===== config.mk =====
export PLATFORM = sky130hd
export DESIGN_NAME = loop_exec_sequencer
export DESIGN_NICKNAME = d
export VERILOG_FILES = /design/src/rtl/loop_exec_sequencer.sv
export SDC_FILE = /design/constraint.sdc
export NUM_CORES = 1
export LEC_CHECK = 0
export CAP_MARGIN = 20
export CORE_MARGIN = 4
export CORE_UTILIZATION = 55
export CTS_BUF_LIST = sky130_fd_sc_hd__clkbuf_4 sky130_fd_sc_hd__clkbuf_8
export CTS_CLUSTER_SIZE = 28
export DETAILED_ROUTE_END_ITERATION = 16
export DONT_BUFFER_PORTS = 1
export PLACE_DENSITY = 0.7
export SLEW_MARGIN = 30
export SYNTH_ARGS = -nofsm -noshare
export SYNTH_HDL_FRONTEND = slang
export SYNTH_SLANG_ARGS = --single-unit

===== constraint.sdc =====
create_clock -name clk -period 4.3 [get_ports clk]
set_input_delay 0.215 -clock clk [delete_from_list [all_inputs] [get_ports clk]]
set_output_delay 0.215 -clock clk [all_outputs]
set_load 0.01 [all_outputs]

===== src/rtl/loop_exec_sequencer.sv =====
// Execution sequencer for the instruction buffer: gates host writes, drives the
// read controller's loop controls and counts loop-body passes until end of program.
module loop_exec_sequencer #(
  parameter int WIDTH      = 13,
  parameter int CNT_W      = 16,
  parameter int LOOP_START = 512
) (
  input  logic             clk,
  input  logic             rst,
  input  logic             host_wr_valid,
  output logic             host_wr_ready,
  output logic             buf_wr_en,
  input  logic             buf_full,
  input  logic [WIDTH-1:0] buf_wr_addr,
  input  logic             start,
  input  logic [CNT_W-1:0] loop_count,
  output logic             looping,
  output logic             loop_en,
  output logic             last_loop,
  input  logic             end_of_loop,
  input  logic             buffer_reset,
  output logic             busy,
  output logic             done,
  output logic             start_err,
  output logic [CNT_W-1:0] iter_cnt
);

  // state | meaning
  // IDLE  | host may write the buffer; waiting for start
  // RUN   | program executing; passes counted from end_of_loop falling edges
  // FLUSH | one-cycle completion after buffer_reset; done pulses
  typedef enum logic [1:0] {IDLE, RUN, FLUSH} state_t;

  state_t           state_q, state_d;
  logic [CNT_W-1:0] n_q, n_d;
  logic [CNT_W-1:0] iter_q, iter_d;
  logic             eol_q;
  logic             loop_en_q, loop_en_d;
  logic             last_q, last_d;
  logic             err_q, err_d;
  logic             pass_done;

  // end_of_loop spans both port wraps of one pass, so only its falling edge counts
  assign pass_done = eol_q & ~end_of_loop;

  always_comb begin
    state_d   = state_q;
    n_d       = n_q;
    iter_d    = iter_q;
    loop_en_d = loop_en_q;
    err_d     = 1'b0;
    case (state_q)
      IDLE: begin
        if (start) begin
          if (buf_wr_addr == '0) begin
            err_d = 1'b1;
          end else begin
            n_d       = loop_count;
            iter_d    = '0;
            loop_en_d = (loop_count >= CNT_W'(2)) && (buf_wr_addr > WIDTH'(LOOP_START));
            state_d   = RUN;
          end
        end
      end
      RUN: begin
        if (pass_done && (iter_q != '1)) iter_d = iter_q + CNT_W'(1);
        if (buffer_reset) begin
          state_d   = FLUSH;
          loop_en_d = 1'b0;
        end
      end
      FLUSH: state_d = IDLE;
      default: state_d = IDLE;
    endcase
    // N-1 wraps for N=0, but loop_en_d is already 0 whenever N<2
    last_d = (state_d == RUN) && loop_en_d && (iter_d >= (n_d - CNT_W'(1)));
  end

  always_ff @(posedge clk or negedge rst) begin
    if (!rst) begin
      state_q   <= IDLE;
      n_q       <= '0;
      iter_q    <= '0;
      eol_q     <= 1'b0;
      loop_en_q <= 1'b0;
      last_q    <= 1'b0;
      err_q     <= 1'b0;
    end else begin
      state_q   <= state_d;
      n_q       <= n_d;
      iter_q    <= iter_d;
      eol_q     <= end_of_loop;
      loop_en_q <= loop_en_d;
      last_q    <= last_d;
      err_q     <= err_d;
    end
  end

  // rst gates the write path so every output is 0 while held in reset
  assign host_wr_ready = rst && (state_q == IDLE) && !buf_full;
  assign buf_wr_en     = host_wr_ready && host_wr_valid;
  assign looping       = (state_q == RUN);
  assign loop_en       = (state_q == RUN) && loop_en_q;
  assign last_loop     = last_q;
  assign busy          = (state_q != IDLE);
  assign done          = (state_q == FLUSH);
  assign start_err     = err_q;
  assign iter_cnt      = iter_q;

endmodule


==> impl_metrics.tcl, run 1 <==
set metrics [dict create \
    run_status "completed" \
    rrSetupSlack_ns 0.51 \
    nFillCells 418 \
    io_pins 60 \
    die_h_um 76.9 \
    tightest_slew_ns 0.479 \
    cts_tree "done" \
    path_class "flip-flop to flip-flop" \
    slew_viol_final 0 \
    fmax_mhz 264 \
    synth_edf_count 0 \
    async_reset_ff_frac 1.00 \
    crit_path_cell_trace "nor2_1 > o311a_4 > mux2i_1 > ha_1 > nand3b_1 > mux2i_2 > nand2_1 > xnor2_1 > ha_1 > a21o_1 > a21o_1 > a21o_1 > a21oi_1 > o21ai_0 > o211a_1" \
    tns_ns 0 \
    synth_fp_nets 329 \
    layout-area-overhead-vs-synth_pct 7.67 \
    seq_area_um2 951 \
    drt_iter0_markers 86 \
    rows 24 \
    fin_nets 337 \
    cts_made_buffers 5 \
    drt-total-wl_um 5630 \
    synth-seq-cells 38 \
    drive_gt1_frac 0.0915 \
    port_buffers 0 \
    die_area_um2 5910 \
    ys_warn_count 0 \
    drv_cap 0 \
    r2r_cells 15 \
    min_path_type "input port to flip-flop" \
    cp_data_arrival_time_ns 3.97 \
    hold_buffers 4 \
    ant_nets 0 \
    synth_seq_area_share 0.364 \
    r2r_start "state_q[0]" \
    cp-start-kind "flip-flop" \
    required_ns 4.48 \
    cts_resized 0 \
    power.leakage_nw 1.28 \
    gp_congestion 0.853 \
    finalCritPeriodShare 0.881 \
    core_um2 4470 \
    synth_ff_type "dfrtp_1" \
    globalRouteOverflowTotal 0 \
    path_clk_slew_ns 0.08 \
    multi_input_area_um2 1560 \
    dr_total_vias 2000 \
    syn_avg_cell_area_um2 9.49 \
    dr.pass1.iters 5 \
    hpwl_um 4460 \
    grt_pass1_vias 1951 \
    relSlewSlack 0.680 \
    grt_pass1_wl_um 9370 \
    gr-usage-all-layers 0.200 \
    rr_endpoint "last_loop" \
    num_antenna_cells 0 \
    grt_max_degree 39 \
    cts.sinks 38 \
    startpoint "state_q[0]" \
    crit_slowest_cell "o311a_4" \
    synth_cell_type_count 48 \
    fin_worst_skew_ns 0.00640 \
    placed_area_um2 2650 \
    start_util 0.583 \
    hold_viol 0 \
    htreeDepth 2 \
    die_x_um 76.9 \
    cts_root_buf "clkbuf_8" \
    cts.path.max_buffers 2 \
    antenna_found_initial 0 \
    rsz0062_at_grt "false" \
    setup_viol 0 \
    min_period_ns 3.79 \
    worst_path_most_repeated_cell "a21o_1" \
    netlist_area_um2 2610 \
    synth_cells 275 \
    wl_per_cell_um 16.8 \
    endpoint "last_loop" \
    max_stage_delay_ns 0.45 \
    ir_worst_vdd_uv 320 \
    critPathMaxFanout 19 \
    cts_setup_buffers 0 \
    postLayoutCellArea_um2 2810 \
    drc 0 \
    powerDensity_nw_per_um2 472 \
    viasPerCell 5.95 \
    end_kind "flip-flop" \
    clk_latency_ns 0.29 \
]
flip-flops by register name, indices dropped and copies added, names as in the netlist:
name,cells
last_loop,1
loop_en_q,1
eol_q,1
n_q,16
iter_cnt,16
start_err,1
state_q,2
through the flow:
stage | setup slack (ns) | cells | hold WS (ns) | util | power, W
after floorplan | 0.688 | 275 | -0.0806 | - | 0.000913
after global placement | 0.650 | 324 | -0.0793 | 0.593 | 0.00101
after detailed placement | 0.518 | 324 | -0.0793 | 0.593 | 0.00102
after CTS | 0.504 | 336 | 0.0579 | 0.628 | 0.00134
after global routing | 0.190 | 336 | 0.0578 | 0.628 | 0.00143
final | 0.514 | 336 | 0.0637 | 0.628 | 0.00133
report_power, final:
part / leakage, nW / switching [W] / internal [W]
registers: 0.490 / 0.0000720 / 0.000437
clock network: 0.0579 / 0.000127 / 0.000171
logic: 0.731 / 0.000297 / 0.000224
total: 1.28 / 0.000496 / 0.000832
layout by cell type (no fill, tap or decap), types with 8 or more instances in the layout:
master / count
dfrtp_1: 38
inv_1: 16
nand3_1: 15
o21ai_0: 8
nand2_1: 37
nor3_1: 10
xor2_1: 13
nor2_1: 27
ha_1: 18
xnor2_1: 9
worst min path at each step:
| stage | start | to | slack [ns] | cells after the start |
|---|---|---|---|---|
| after global placement | rst | eol_q | -0.08 | 0 |
| after CTS | loop_count[2] | n_q[2] | 0.06 | 2 |
| after global routing | loop_count[12] | n_q[12] | 0.06 | 2 |
| after detailed placement | rst | eol_q | -0.08 | 0 |
| after floorplan | rst | eol_q | -0.08 | 0 |
| final | loop_count[3] | n_q[3] | 0.06 | 2 |
cells in the mapped netlist (all sizes together) (2+ instances only):
cell type / number / area, um2
nand4: 7 / 43.8
a31oi: 2 / 12.5
nor2b: 3 / 18.8
nand3b: 2 / 15.0
mux2i: 12 / 190
a22o: 2 / 17.5
o21a: 2 / 15.0
o211ai: 3 / 22.5
o21ai: 9 / 45.0
dfrtp: 38 / 951
nand2: 37 / 139
nand2b: 2 / 12.5
nor4: 5 / 46.3
nor3: 11 / 60.1
a21o: 4 / 30.0
o31ai: 2 / 15.0
mux2: 4 / 48.8
nor2: 27 / 101
buf: 2 / 27.5
nand3: 16 / 92.6
and2: 3 / 18.8
inv: 16 / 60.1
clkbuf: 3 / 11.3
or3: 4 / 25.0
xnor2: 9 / 78.8
ha: 18 / 225
xor2: 13 / 114
and3: 2 / 12.5
a21oi: 7 / 35.0
cell families (layout without fill, tap and decap cells):
family | count (synthesis) | count (layout) | share of synthesized area
fa+ha+maj | 18 | 18 | 0.0863
mux | 16 | 16 | 0.0916
compound gates | 38 | 38 | 0.112
buf+inv | 21 | 30 | 0.0379
flops | 38 | 38 | 0.364
xor+xnor | 22 | 22 | 0.0738
simple gates | 122 | 122 | 0.234
worst max-delay path, delay by kind of cell (launching register included):
kind	cells	cell delay, ns
AND/OR/NAND/NOR	3	0.59
flip-flops	1	0.43
XOR/XNOR	1	0.14
multiplexers	2	0.65
adder cells (fa/ha/maj)	2	0.46
AO/OA/AOI/OAI	7	1.41
cell type report:
type                            count  area share
Clock buffer                        5      0.0245
Clock inverter                      3      0.0142
Inverter                           16      0.0214
Multi-Input combinational cell    216       0.555
Sequential cell                    38       0.338
Tap cell                           52      0.0232
Timing Repair Buffer                6      0.0232
routing by layer:
layer  share of wire  global-route usage  vias up
li1                -                   -      994
met1            0.47               0.277      947
met2            0.46               0.301       50
met3           0.058              0.0504        9
met4           0.015              0.0761        0
met5               0                   0        -
No activity file was read; power rests on OpenSTA's default activity.
==> inputs of run 2 (changes only) <==
--- a/config.mk
+++ b/config.mk
@@ -7,12 +7,11 @@
 export LEC_CHECK = 0
 export CAP_MARGIN = 20
 export CORE_MARGIN = 4
-export CORE_UTILIZATION = 55
-export CTS_BUF_LIST = sky130_fd_sc_hd__clkbuf_4 sky130_fd_sc_hd__clkbuf_8
+export CORE_UTILIZATION = 48
+export CTS_BUF_LIST = sky130_fd_sc_hd__clkbuf_8
 export CTS_CLUSTER_SIZE = 28
 export DETAILED_ROUTE_END_ITERATION = 16
 export DONT_BUFFER_PORTS = 1
-export PLACE_DENSITY = 0.7
 export SLEW_MARGIN = 30
 export SYNTH_ARGS = -nofsm -noshare
 export SYNTH_HDL_FRONTEND = slang
==> constraint.sdc (replaced) <==
create_clock -name clk -period 4.5 [get_ports clk]
set_input_delay 0.225 -clock clk [delete_from_list [all_inputs] [get_ports clk]]
set_output_delay 0.225 -clock clk [all_outputs]
set_load 0.01 [all_outputs]
==> run 2 against run 1 <==
  * Final area up 2.0%
  * Maximum frequency is 0.83% higher
  * Worst setup slack improved by 0.23 ns
  * Combinational power fell by 6.0%
  * Clock-buffer cell count up 1
  * Sequential share of layout area fell by 0.66 points
  * Clock skew barely moved
  * Via count fell by 2.7%
  * Final cell count grew 5.4%
  * Critical path type unchanged
  * Sequential power is 4.9% lower
  * Power rose by 0.85%
  * Hold slack improved by 0.0058 ns
  * Largest power group unchanged
==> impl_metrics.tcl, run 2 (same netlist as run 1, synthesis figures left out) <==
set metrics [dict create \
    cts.sinks 38 \
    relSlewSlack 0.682 \
    fin_nets 337 \
    min_period_ns 3.76 \
    cts.path.max_buffers 2 \
    cts_tree "done" \
    gr-usage-all-layers 0.192 \
    cts_setup_buffers 0 \
    ir_worst_vdd_uv 305 \
    setup_viol 0 \
    gp_congestion 0.811 \
    drt_iter0_markers 79 \
    critPathMaxFanout 13 \
    grt_max_degree 39 \
    globalRouteOverflowTotal 0 \
    die_area_um2 6680 \
    num_antenna_cells 0 \
    die_x_um 81.7 \
    critical-path-top-delay-family "compound AO/OA/AOI/OAI gates" \
    dr.pass1.iters 4 \
    drv_cap 0 \
    powerDensity_nw_per_um2 467 \
    clk_latency_ns 0.29 \
    worst_path_most_repeated_cell "a21o_1" \
    wl_per_cell_um 16.4 \
    port_buffers 0 \
    drt-total-wl_um 5800 \
    dp.cells 342 \
    finalCritPeriodShare 0.834 \
    layout_common_cells "dfrtp_1 (38), nand2_1 (37), nor2_1 (27), ha_1 (18), inv_1 (16)" \
    core_um2 5200 \
    crit_path_cell_trace "nor2_1 > o311a_4 > mux2i_1 > ha_1 > nand3b_1 > mux2i_2 > nand2_1 > xnor2_1 > ha_1 > a21o_1 > a21o_1 > a21o_1 > a21oi_1 > o21ai_0 > o211a_1" \
    io_pins 60 \
    required_ns 4.69 \
    drc 0 \
    run_status "completed" \
    cts_made_buffers 5 \
    viasPerCell 5.50 \
    max_stage_delay_ns 0.43 \
    crit_slowest_cell "dfrtp_1" \
    dr_total_vias 1947 \
    die_h_um 81.7 \
    layout-area-overhead-vs-synth_pct 9.83 \
    end_kind "flip-flop" \
    fin_worst_skew_ns 0.00656 \
    nFillCells 465 \
    slew_viol_final 0 \
    critPathBufInv 0 \
    path_class "flip-flop to flip-flop" \
    path_clk_slew_ns 0.08 \
    cp-start-kind "flip-flop" \
    min_path_type "input port to flip-flop" \
    ant_nets 0 \
    rows 26 \
    grt_pass1_wl_um 9740 \
    drive_gt1_frac 0.0915 \
    power.leakage_nw 1.29 \
    hpwl_um 4510 \
    fin_cells 354 \
    final_common_cell "dfrtp_1" \
    tns_ns 0 \
    cts_root_buf "clkbuf_8" \
    fmax_mhz 266 \
    hold_viol 0 \
    antenna_found_initial 0 \
    tightest_slew_ns 0.464 \
    grt_pass1_vias 1984 \
    htreeDepth 2 \
    start_util 0.501 \
    rsz0062_at_grt "false" \
    cp_data_arrival_time_ns 3.94 \
]
## run 2: changes by cell type in the layout (fill, tap and decap cells not counted)
cell	previous run	this run
bufinv_16	1	2
clkbuf_8	5	6
clkinv_2	2	0
## run 2: stage by stage
stage          cell area, um2  power [W]  utilization  hold slack [ns]  setup WS (ns)
2_1_floorplan            2610   0.000873            -          -0.0706          0.888
3_3_place_gp             2670   0.000966        0.514          -0.0694          0.875
3_5_place_dp             2670   0.000969        0.514          -0.0696          0.742
4_1_cts                  2870    0.00135        0.551           0.0592          0.719
5_1_grt                  2870    0.00144        0.551           0.0726          0.402
6_report                 2870    0.00134        0.551           0.0695          0.745
## run 2: per-layer routing
metal	share of wire	track usage	wire length (um)	up-vias
met1	0.48	0.275	2810	900
met5	0	0	0	-
met3	0.073	0.0570	425	6
li1	-	-	-	991
met4	0.0098	0.0449	57	0
met2	0.43	0.285	2510	50
## run 2: path summary, 6_finish.rpt
| check | start | endpoint | slack [ns] | cells past startpoint |
|---|---|---|---|---|
| min in group asynchronous | rst | iter_cnt[0] | 0.38 | 2 |
| worst min register to register | n_q[15] | n_q[15] | 0.50 | 2 |
| max in group asynchronous | rst | n_q[14] | 3.92 | 2 |
| worst max register to register | state_q[0] | last_loop | 0.74 | 15 |
| worst max-delay path | state_q[0] | last_loop | 0.74 | 15 |
| worst min-delay path | loop_count[8] | n_q[8] | 0.07 | 2 |
## run 2: timing repair
item / in CTS / in global routing
endpoints found under the hold margin: 40 / 0
hold buffers: 4 / 0
gates resized for setup: 0 / 0
## run 2: layout make-up
cell class | instances | area [um2] | share of cell area
timing repair buffer | 6 | 65.1 | 0.0227
clock buffer | 6 | 82.6 | 0.0288
multi-input combinational | 216 | 1560 | 0.544
clock inverter | 2 | 60.1 | 0.0210
tap | 70 | 87.6 | 0.0306
inverter | 16 | 60.1 | 0.0210
sequential | 38 | 951 | 0.332
## run 2: where the power goes
| part | internal (W) | total, W | switching, W | leakage (nW) |
|---|---|---|---|---|
| logic | 0.000210 | 0.000490 | 0.000280 | 0.731 |
| registers | 0.000418 | 0.000484 | 0.0000662 | 0.490 |
| clock network | 0.000237 | 0.000365 | 0.000128 | 0.0714 |
==> inputs of run 3 (changes only) <==
--- a/config.mk
+++ b/config.mk
@@ -5,6 +5,7 @@
 export SDC_FILE = /design/constraint.sdc
 export NUM_CORES = 1
 export LEC_CHECK = 0
+export ABC_AREA = 1
 export CAP_MARGIN = 20
 export CORE_MARGIN = 4
 export CORE_UTILIZATION = 48
@@ -12,6 +13,7 @@
 export CTS_CLUSTER_SIZE = 28
 export DETAILED_ROUTE_END_ITERATION = 16
 export DONT_BUFFER_PORTS = 1
+export PLACE_DENSITY = 0.65
 export SLEW_MARGIN = 30
 export SYNTH_ARGS = -nofsm -noshare
 export SYNTH_HDL_FRONTEND = slang
==> constraint.sdc (replaced) <==
create_clock -name clk -period 3.45 [get_ports clk]
set_input_delay 0.1725 -clock clk [delete_from_list [all_inputs] [get_ports clk]]
set_output_delay 0.1725 -clock clk [all_outputs]
set_load 0.01 [all_outputs]
==> run 3 against run 2 <==
  * Maximum frequency increased by 21%
  * Clock skew is 0.0012 ns higher
  * Clock-buffer cell count unchanged
  * Utilization fell by 2.1 points
  * Synthesized cell count grew 57%
  * Clock power grew 8.2%
==> impl_metrics.tcl, run 3 <==
set metrics [dict create \
    htreeDepth 2 \
    yosysMostFrequentCell "nand2_1" \
    synth_compound_area_frac 0.0587 \
    rsz0062_at_grt "false" \
    num_antenna_cells 0 \
    critPathMaxFanout 35 \
    power.leakage_nw 1.65 \
    syn_avg_cell_area_um2 7.34 \
    antenna_found_initial 0 \
    fin_worst_skew_ns 0.00772 \
    layout_common_cells "nand2_1 (98), inv_1 (54), nor2_1 (43), nand3_1 (43), dfrtp_1 (38)" \
    gr-usage-all-layers 0.195 \
    relSlewSlack 0.689 \
    drc 0 \
    start_util 0.498 \
    cts_made_buffers 5 \
    synth-seq-cells 38 \
    finalCritPeriodShare 0.901 \
    rows 29 \
    core_um2 6390 \
    yosys.area_share.xor_xnor 0.0248 \
    powerDensity_nw_per_um2 599 \
    grt_pass1_vias 2512 \
    die_x_um 89.4 \
    grt_util_met3 0.0562 \
    wl_per_cell_um 14.2 \
    gp_congestion 0.849 \
    internal-power_w 0.00112 \
    drv_cap 0 \
    synth_cells 433 \
    dr_total_vias 2717 \
    p_sw_frac 0.449 \
    synthMuxAreaShare 0 \
    synth.area.top_cells "dfrtp_1 (30%), nand2_1 (12%), ha_1 (7.1%)" \
    fin_cells 516 \
    grtUsageMet2 0.299 \
    path_class "flip-flop to flip-flop" \
    synth_seq_area_share 0.299 \
    path_clk_slew_ns 0.08 \
    netlist_area_um2 3180 \
    ys_warn_count 0 \
    drive_gt1_frac 0.162 \
    fin_nets 493 \
    run_status "completed" \
    cp_data_arrival_time_ns 3.34 \
    power.switching_w 0.000909 \
    synth_ff_type "dfrtp_1" \
    cts_tree "done" \
    required_ns 3.68 \
    tns_ns 0 \
    drt-total-wl_um 7350 \
    slew_viol_final 0 \
    synth_cell_type_count 35 \
    hold_viol 0 \
    drt_iter0_markers 109 \
    synth-simple-area-share 0.456 \
    grt_pass1_wl_um 12000 \
    synthAdderAreaFrac 0.0709 \
    worst_hold_path.num_cells 1 \
    io_pins 60 \
    yosys.area.top_type "dfrtp_1" \
    die_area_um2 7990 \
    async_reset_ff_frac 1.00 \
    clkPwrFrac 0.195 \
    grtUsageMet1 0.268 \
    layout-area-overhead-vs-synth_pct 6.38 \
    viasPerCell 5.27 \
    netlist_top_cells_count "nand2_1 (98), inv_1 (54), nand3_1 (43), nor2_1 (43), dfrtp_1 (38)" \
    setup_viol 0 \
    nFillCells 609 \
    cts.sinks 38 \
    synth_top_cell_area_share 0.299 \
    die_h_um 89.4 \
    synth_edf_count 0 \
    pwr-share-seq 0.312 \
    cts_root_buf "clkbuf_8" \
    end_kind "flip-flop" \
    ir_worst_vdd_uv 414 \
    grt_busiest_layer "met2" \
    min_period_ns 3.11 \
    globalRouteOverflowTotal 0 \
    grt_max_degree 39 \
    synth_fp_nets 487 \
    hpwl_um 5750 \
    ant_nets 0 \
    tightest_slew_ns 0.463 \
    cp-start-kind "flip-flop" \
    fmax_mhz 322 \
    r2r_cells 17 \
    synth_top_family_by_area "simple AND/OR/NAND/NOR gates" \
    port_buffers 0 \
    cts.path.max_buffers 2 \
    dr.pass1.iters 4 \
    pwr-share-comb 0.493 \
    min_path_type "input port to flip-flop" \
    clk_latency_ns 0.29 \
    dp.cells 505 \
    final_common_cell "nand2_1" \
]
## run 3: cell count changes in the layout (fill, tap and decap cells not counted), moves of 6 or more
| cell | delta |
|---|---|
| nand2_1 | +61 |
| nor2_4 | +6 |
| xnor2_1 | -8 |
| inv_1 | +38 |
| nand2_2 | +17 |
| nand2_4 | +15 |
| a21oi_1 | +10 |
| nand3_1 | +28 |
| nor2_2 | +10 |
| nor2_1 | +16 |
## run 3: power by group through the flow
stage	Sequential, W	Combinational [W]	Clock [W]
after global routing	0.000647	0.00114	0.000423
after CTS	0.000632	0.00101	0.000402
after detailed placement	0.000641	0.000989	0
after global placement	0.000640	0.000971	0
final	0.000631	0.000998	0.000395
after floorplan	0.000626	0.000833	0
## run 3: cells by family after synthesis
kind of cell | Yosys count
AND/OR/NAND/NOR | 268
buffers and inverters | 65
flip-flops | 38
AO/OA/AOI/OAI | 35
adder cells (fa/ha/maj) | 18
XOR/XNOR | 9
## run 3: critical path: stages (launching register included)
cell,delay (ns)
dfrtp_1,0.44
inv_2,0.13
nand2_4,0.11
nor2_8,0.34
nand2_8,0.26
nand2_1,0.12
nand2_1,0.14
ha_1,0.28
nand3_4,0.13
nor2_8,0.05
xor2_1,0.14
ha_1,0.27
nand2_1,0.05
nor2_1,0.14
a21oi_1,0.08
o31ai_1,0.21
nor2_1,0.06
nor2_1,0.08
## run 3: repair_timing
action | in CTS | in global routing
resized for setup | 0 | 0
hold buffers | 4 | 0
endpoints found under the hold margin | 40 | 0
buffers inserted | 0 | 0
## run 3: cell type report
cell class,count,area (um2),share of cell area
multi-input combinational,330,1940,0.573
tap,77,96.3,0.0285
sequential,38,951,0.281
clock inverter,1,30.0,0.00888
clock buffer,6,82.6,0.0244
inverter,58,218,0.0644
timing repair buffer,6,65.1,0.0192
## run 3: stage by stage
step | cell area [um2] | setup slack, ns | hold slack [ns] | power (W) | utilization
final | 3380 | 0.343 | 0.0261 | 0.00202 | 0.529
after global routing | 3380 | 0.00235 | 0.0211 | 0.00221 | 0.529
after floorplan | 3180 | 0.829 | -0.123 | 0.00146 | -
after detailed placement | 3220 | 0.351 | -0.122 | 0.00163 | 0.504
after global placement | 3220 | 0.406 | -0.122 | 0.00161 | 0.504
after CTS | 3380 | 0.332 | 0.0327 | 0.00204 | 0.529
## run 3: routing by layer
layer | routed length (um) | vias up
met1 | 3290 | 1212
met2 | 3290 | 80
met5 | 0 | -
met3 | 679 | 11
met4 | 95 | 0
li1 | - | 1414
## run 3: path summary, 6_finish.rpt
check	to	slack (ns)	startpoint
setup / recovery	last_loop	0.34	state_q[1]
min in group asynchronous	iter_cnt[8]	0.38	rst
hold / removal	state_q[0]	0.03	buffer_reset
setup reg to reg	last_loop	0.34	state_q[1]
max in group asynchronous	n_q[4]	2.88	rst
hold reg to reg	n_q[5]	0.53	n_q[5]
